### config.mk
export PLATFORM = sky130hd
export DESIGN_NAME = light_modu_arb
export DESIGN_NICKNAME = d
export VERILOG_FILES = /design/src/rtl/light_modu_arb.sv
export SDC_FILE = /design/constraint.sdc
export NUM_CORES = 1
export LEC_CHECK = 0
export CAP_MARGIN = 20
export CELL_PAD_IN_SITES_DETAIL_PLACEMENT = 0
export CELL_PAD_IN_SITES_GLOBAL_PLACEMENT = 1
export CORE_MARGIN = 5
export CORE_UTILIZATION = 40
export DETAILED_ROUTE_END_ITERATION = 7
export PLACE_DENSITY = 0.87
export SYNTH_ARGS = -nofsm -noshare
export SYNTH_HDL_FRONTEND = slang
export SYNTH_SLANG_ARGS = --single-unit
### constraint.sdc
create_clock -name light_modu_clk -period 6.1 [get_ports light_modu_clk]
set_input_delay 1.22 -clock light_modu_clk [delete_from_list [all_inputs] [get_ports light_modu_clk]]
set_output_delay 1.22 -clock light_modu_clk [all_outputs]
set_load 0.02 [all_outputs]
### src/rtl/light_modu_arb.sv
// Frame-level arbiter sharing the light-modulator AXI-Stream input between two sources.
// Grants whole frames, inserts an idle gap after each, checks length headers, and counts frames.
module light_modu_arb #(
    parameter int GAP_CYCLES = 10,
    parameter int DATA_W     = 32
) (
    input  logic              light_modu_clk,
    input  logic              arst_n,
    input  logic [DATA_W-1:0] s0_tdata,
    input  logic              s0_tvalid,
    input  logic              s0_tlast,
    output logic              s0_tready,
    input  logic [DATA_W-1:0] s1_tdata,
    input  logic              s1_tvalid,
    input  logic              s1_tlast,
    output logic              s1_tready,
    output logic [DATA_W-1:0] light_modu_tdata,
    output logic              light_modu_tvalid,
    output logic              light_modu_tlast,
    input  logic              light_modu_tready,
    output logic [1:0]        grant,
    output logic              busy,
    output logic              len_err,
    output logic [15:0]       frame_cnt0,
    output logic [15:0]       frame_cnt1
);
    localparam int GAP_W = (GAP_CYCLES > 1) ? $clog2(GAP_CYCLES) : 1;

    typedef enum logic [1:0] {S_IDLE, S_PASS, S_GAP} state_t;

    state_t            state_reg, state_next;
    logic [1:0]        grant_reg, grant_next;
    logic [1:0]        last_grant_reg, last_grant_next;
    logic [GAP_W-1:0]  gap_cnt_reg, gap_cnt_next;
    logic [15:0]       beat_cnt_reg, beat_cnt_next;
    logic [DATA_W-1:0] hdr_reg, hdr_next;
    logic              len_err_reg, len_err_next;

    logic [1:0]        src_tvalid, src_tlast, src_tready;
    logic              pass, hs, len_ok;
    logic [15:0]       final_cnt;
    logic [DATA_W-1:0] hdr_eff;

    assign src_tvalid = {s1_tvalid, s0_tvalid};
    assign src_tlast  = {s1_tlast, s0_tlast};
    assign pass       = (state_reg == S_PASS);

    // Per-source pass-through gating and frame counters
    genvar gi;
    generate
        for (gi = 0; gi < 2; gi++) begin : g_src
            logic [DATA_W-1:0] tdata_in;
            logic [DATA_W-1:0] tdata_m;
            logic [15:0]       cnt_reg;

            assign tdata_in       = (gi == 0) ? s0_tdata : s1_tdata;
            assign tdata_m        = tdata_in & {DATA_W{pass && grant_reg[gi]}};
            assign src_tready[gi] = pass && grant_reg[gi] && light_modu_tready;

            always_ff @(posedge light_modu_clk or negedge arst_n) begin
                if (!arst_n)
                    cnt_reg <= '0;
                else if (hs && light_modu_tlast && grant_reg[gi])
                    cnt_reg <= cnt_reg + 16'd1;
            end
        end
    endgenerate

    assign light_modu_tdata  = g_src[0].tdata_m | g_src[1].tdata_m;
    assign light_modu_tvalid = pass && |(src_tvalid & grant_reg);
    assign light_modu_tlast  = pass && |(src_tlast & grant_reg);
    assign s0_tready         = src_tready[0];
    assign s1_tready         = src_tready[1];
    assign hs                = light_modu_tvalid && light_modu_tready;

    // A single-beat frame has no latched header yet, so compare against the live word
    assign final_cnt = (beat_cnt_reg == 16'hFFFF) ? 16'hFFFF : beat_cnt_reg + 16'd1;
    assign hdr_eff   = (beat_cnt_reg == 16'd0) ? light_modu_tdata : hdr_reg;
    assign len_ok    = (hdr_eff[DATA_W-1:18] == '0) &&
                       (hdr_eff[17:0] == {final_cnt, 2'b00}) &&
                       (final_cnt != 16'hFFFF);

    always_comb begin
        state_next      = state_reg;
        grant_next      = grant_reg;
        last_grant_next = last_grant_reg;
        gap_cnt_next    = gap_cnt_reg;
        beat_cnt_next   = beat_cnt_reg;
        hdr_next        = hdr_reg;
        len_err_next    = 1'b0;
        case (state_reg)
            S_IDLE: begin
                if (|src_tvalid) begin
                    state_next    = S_PASS;
                    beat_cnt_next = '0;
                    grant_next    = (src_tvalid == 2'b11) ? ~last_grant_reg : src_tvalid;
                end
            end
            S_PASS: begin
                if (hs) begin
                    if (beat_cnt_reg != 16'hFFFF)
                        beat_cnt_next = beat_cnt_reg + 16'd1;
                    if (beat_cnt_reg == 16'd0)
                        hdr_next = light_modu_tdata;
                    if (light_modu_tlast) begin
                        len_err_next    = !len_ok;
                        last_grant_next = grant_reg;
                        grant_next      = '0;
                        gap_cnt_next    = '0;
                        state_next      = (GAP_CYCLES == 0) ? S_IDLE : S_GAP;
                    end
                end
            end
            S_GAP: begin
                if (gap_cnt_reg == GAP_W'(GAP_CYCLES - 1)) begin
                    state_next   = S_IDLE;
                    gap_cnt_next = '0;
                end else begin
                    gap_cnt_next = gap_cnt_reg + GAP_W'(1);
                end
            end
            default: state_next = S_IDLE;
        endcase
    end

    // last_grant resets to s1 so s0 wins the first tie
    always_ff @(posedge light_modu_clk or negedge arst_n) begin
        if (!arst_n) begin
            state_reg      <= S_IDLE;
            grant_reg      <= '0;
            last_grant_reg <= 2'b10;
            gap_cnt_reg    <= '0;
            beat_cnt_reg   <= '0;
            hdr_reg        <= '0;
            len_err_reg    <= 1'b0;
        end else begin
            state_reg      <= state_next;
            grant_reg      <= grant_next;
            last_grant_reg <= last_grant_next;
            gap_cnt_reg    <= gap_cnt_next;
            beat_cnt_reg   <= beat_cnt_next;
            hdr_reg        <= hdr_next;
            len_err_reg    <= len_err_next;
        end
    end

    assign grant      = grant_reg;
    assign busy       = (state_reg == S_PASS) || (state_reg == S_GAP);
    assign len_err    = len_err_reg;
    assign frame_cnt0 = g_src[0].cnt_reg;
    assign frame_cnt1 = g_src[1].cnt_reg;

endmodule

==> impl_results.md <==
* Row count at 42
* Largest fanout of any net on the critical path at 5
* Vert. Die Dim at approximately 130 um
* Avg Vias per Cell at roughly 5.5
* Maximum buffer depth of the clock tree at 2
* Post-Syn Area per Cell at roughly 9.9 um2
* Slew Viols, Final at 0
* Filler cell count at ~1,200
* DR vias at 4,655
* Setup clock skew after layout at a little over 0.01 ns
* Hold Buf Count CTS at 0
* Most used flip-flop cell after synthesis: sky130_fd_sc_hd__dfrtp_1
* Netlist area before placement at between 5000 and 6000 um2
* Share of the synthesized area in the top cell type at approximately two fifths
* Critical path arrival at around 2.8 ns
* Detailed-route wire length per cell at between 15 and 20 um
* Number of buffers created by CTS at 9
* Root Buffer: sky130_fd_sc_hd__clkbuf_16
* Global router's overall resource usage at between 10% and 20%
* Cell taking the most area after synthesis: sky130_fd_sc_hd__dfrtp_1
* Startpoint Class: input port
* Number of warnings printed during yosys synthesis at 0
* CTS clock-pin slew for the worst setup and hold paths at roughly 0.070 ns
* Number of setup violations in the final report at 0
* Power density over cell area at approximately 330 nW/um2
* Worst Hold Class: reg2reg
* Filler-free cell count of the finished design at roughly 850
* Maximum number of pins on one net before global-route repair at ~80
* Element type at the critical path end: output port
* Final critical delay including setup and external delays at around 4.0 ns
* First-pass GRT wire length at 24.41 mm
* Total number of nets in the final design at roughly 750
* First-pass detailed-route iteration total at 5
* PortBufs at ~140
* RD Place Congestion at 0.8720
* Setup tns final at 0 ns
* Post-Syn Nets at around 630
* H-tree depth reported by CTS at 3
* Share of layout cells above drive strength 1 at between 10 and 15%
* Insertion delay of the later-clocked pin in the worst-skew pair at 0.35 ns
* Number of clock sinks at 91
* RSZ-0062 raised after global routing: false
* TritonCTS clock tree: done
* Share of the yosys chip area belonging to registers at 42.03%
* Final wirelength at around 15 mm
* Final cycle utilization of the critical path at approximately two thirds
* Final Hold Fails at 0
* Critical path type: in2out
* Run status: complete, no violations
* Number of global-route vias before repair at around 4,800
* Most common library cell in the layout ignoring fill and taps: sky130_fd_sc_hd__clkdlybuf4s50_1
* Dpl hpwl at roughly 11 mm
* Residual DRC at 0
* Remaining number of nets flagged by the antenna check after routing at 0
* Area of the core at roughly 13,000 um2
* Die area at ~16,000 um2
* Headroom to the max-slew limit at around a third
* Top area cells in the synthesized netlist: sky130_fd_sc_hd__dfrtp_1, sky130_fd_sc_hd__mux2_2, sky130_fd_sc_hd__xnor2_1, sky130_fd_sc_hd__a22o_1, sky130_fd_sc_hd__nand2_1
* Setup Buffers After CTS at 0
* Max FFs per register at 32
* Maximum ir drop on the vdd rail at approximately 0.22 mV
* Effective utilization at floorplan at about two fifths
* MaxCap Viol Count at 0
* Residual overflow from global routing at 0
* Fmax at roughly 250 MHz
* Inst Count DP at 833
* Critical Path RT at around 5 ns
* Seq cells post-synth at between 90 and 100
* Transition time at the pin with the least slew margin at roughly 0.99 ns
* Area added between synthesis and finish at 33.79%
* Static leakage at 3.187 nW
* Count of flip-flops with a built-in enable after synthesis at 0
* Cells after synthesis at approximately 550
* Top Ports at approximately 140
* Post-CTS sizing at 0
* Number of distinct library cells after synthesis at 57
* Number of inserted diodes at 0
* Share of flip-flops with an asynchronous set or reset at 100.0%
* Commonest cells after routing, fill and taps aside: sky130_fd_sc_hd__clkdlybuf4s50_1, sky130_fd_sc_hd__dfrtp_1, sky130_fd_sc_hd__nand2_1
* Horizontal die dimension at around 130 um
* Number of antenna violations at the first check in global routing at 0
* Count of routing violations after the opening detailed-route iteration at approximately 330
-- report_power, final --
part	internal [W]	total [W]	leakage, nW	switching [W]
combinational	0.000472	0.00102	1.79	0.000552
clock	0.000323	0.000569	0.144	0.000246
sequential	0.000687	0.000767	1.25	0.0000799
total	0.00148	0.00236	3.19	0.000878
-- metrics by stage --
stage	hold slack [ns]	worst slack, ns	util, %	power, W	cell area (um2)
3_3_place_gp	0.4609	2.103	52.08	0.001759	6897
2_1_floorplan	0.4497	2.977	-	0.001420	5421
6_report	0.4781	2.117	54.77	0.002360	7253
5_1_grt	0.4900	2.060	54.77	0.002505	7253
3_5_place_dp	0.4707	2.052	52.08	0.001774	6897
4_1_cts	0.4843	1.661	54.36	0.002349	7198
-- critical path: stages --
cell	delay (ns)
sky130_fd_sc_hd__clkdlybuf4s50_1	0.45
sky130_fd_sc_hd__a22oi_1	0.10
sky130_fd_sc_hd__nor2_1	0.29
sky130_fd_sc_hd__clkdlybuf4s50_1	0.70
-- routing by layer --
metal / GRT usage (%) / up-vias / share of wire, %
li1: - / 2231 / -
met1: 23.40 / 2274 / 43
met2: 31.79 / 133 / 49
met3: 3.951 / 17 / 6.0
met4: 6.372 / 0 / 1.6
met5: 0 / - / 0
-- logic make-up (layout without fill, tap and decap cells) --
logic type | count (synthesis) | in the layout | share of synthesized area (%)
fa+ha+maj | 10 | 10 | 2.308
simple gates | 195 | 195 | 20.63
flops | 91 | 91 | 42.03
mux | 45 | 45 | 9.070
xor+xnor | 51 | 51 | 8.239
compound gates | 107 | 107 | 13.46
buf+inv | 46 | 176 | 4.270
-- synth_stat cells (13+ instances only) --
| cell type | number |
|---|---|
| sky130_fd_sc_hd__dfrtp_1 | 90 |
| sky130_fd_sc_hd__nand2_1 | 56 |
| sky130_fd_sc_hd__o21ai_0 | 34 |
| sky130_fd_sc_hd__mux2_2 | 33 |
| sky130_fd_sc_hd__nor2_1 | 32 |
| sky130_fd_sc_hd__xnor2_1 | 29 |
| sky130_fd_sc_hd__a22o_1 | 26 |
| sky130_fd_sc_hd__xor2_1 | 22 |
| sky130_fd_sc_hd__nand3_1 | 21 |
| sky130_fd_sc_hd__buf_2 | 17 |
| sky130_fd_sc_hd__nand4_1 | 16 |
| sky130_fd_sc_hd__inv_1 | 13 |
-- path summary, 6_finish.rpt --
path,from,depth (start not counted),slack [ns],end
setup / recovery,s0_tdata[3],4,2.12,light_modu_tdata[3]
hold / removal,frame_cnt1[15],1,0.48,frame_cnt1[15]
setup reg to reg,beat_cnt_reg[0],10,2.88,len_err
hold reg to reg,frame_cnt1[15],1,0.48,frame_cnt1[15]
max in group asynchronous,arst_n,2,4.17,frame_cnt1[13]
min in group asynchronous,arst_n,1,0.71,beat_cnt_reg[3]
-- cell type report --
| class | instances | area [um2] | area share (%) |
|---|---|---|---|
| flip-flops and latches | 91 | 2278 | 31.41 |
| clock inverters | 6 | 72.57 | 1.001 |
| clock buffers | 10 | 229.0 | 3.157 |
| well taps | 176 | 220.2 | 3.036 |
| multi-input cells | 408 | 2912 | 40.14 |
| repair buffers | 146 | 1489 | 20.53 |
| inverters | 14 | 52.55 | 0.7245 |
Power figures use the tool's default switching activity.
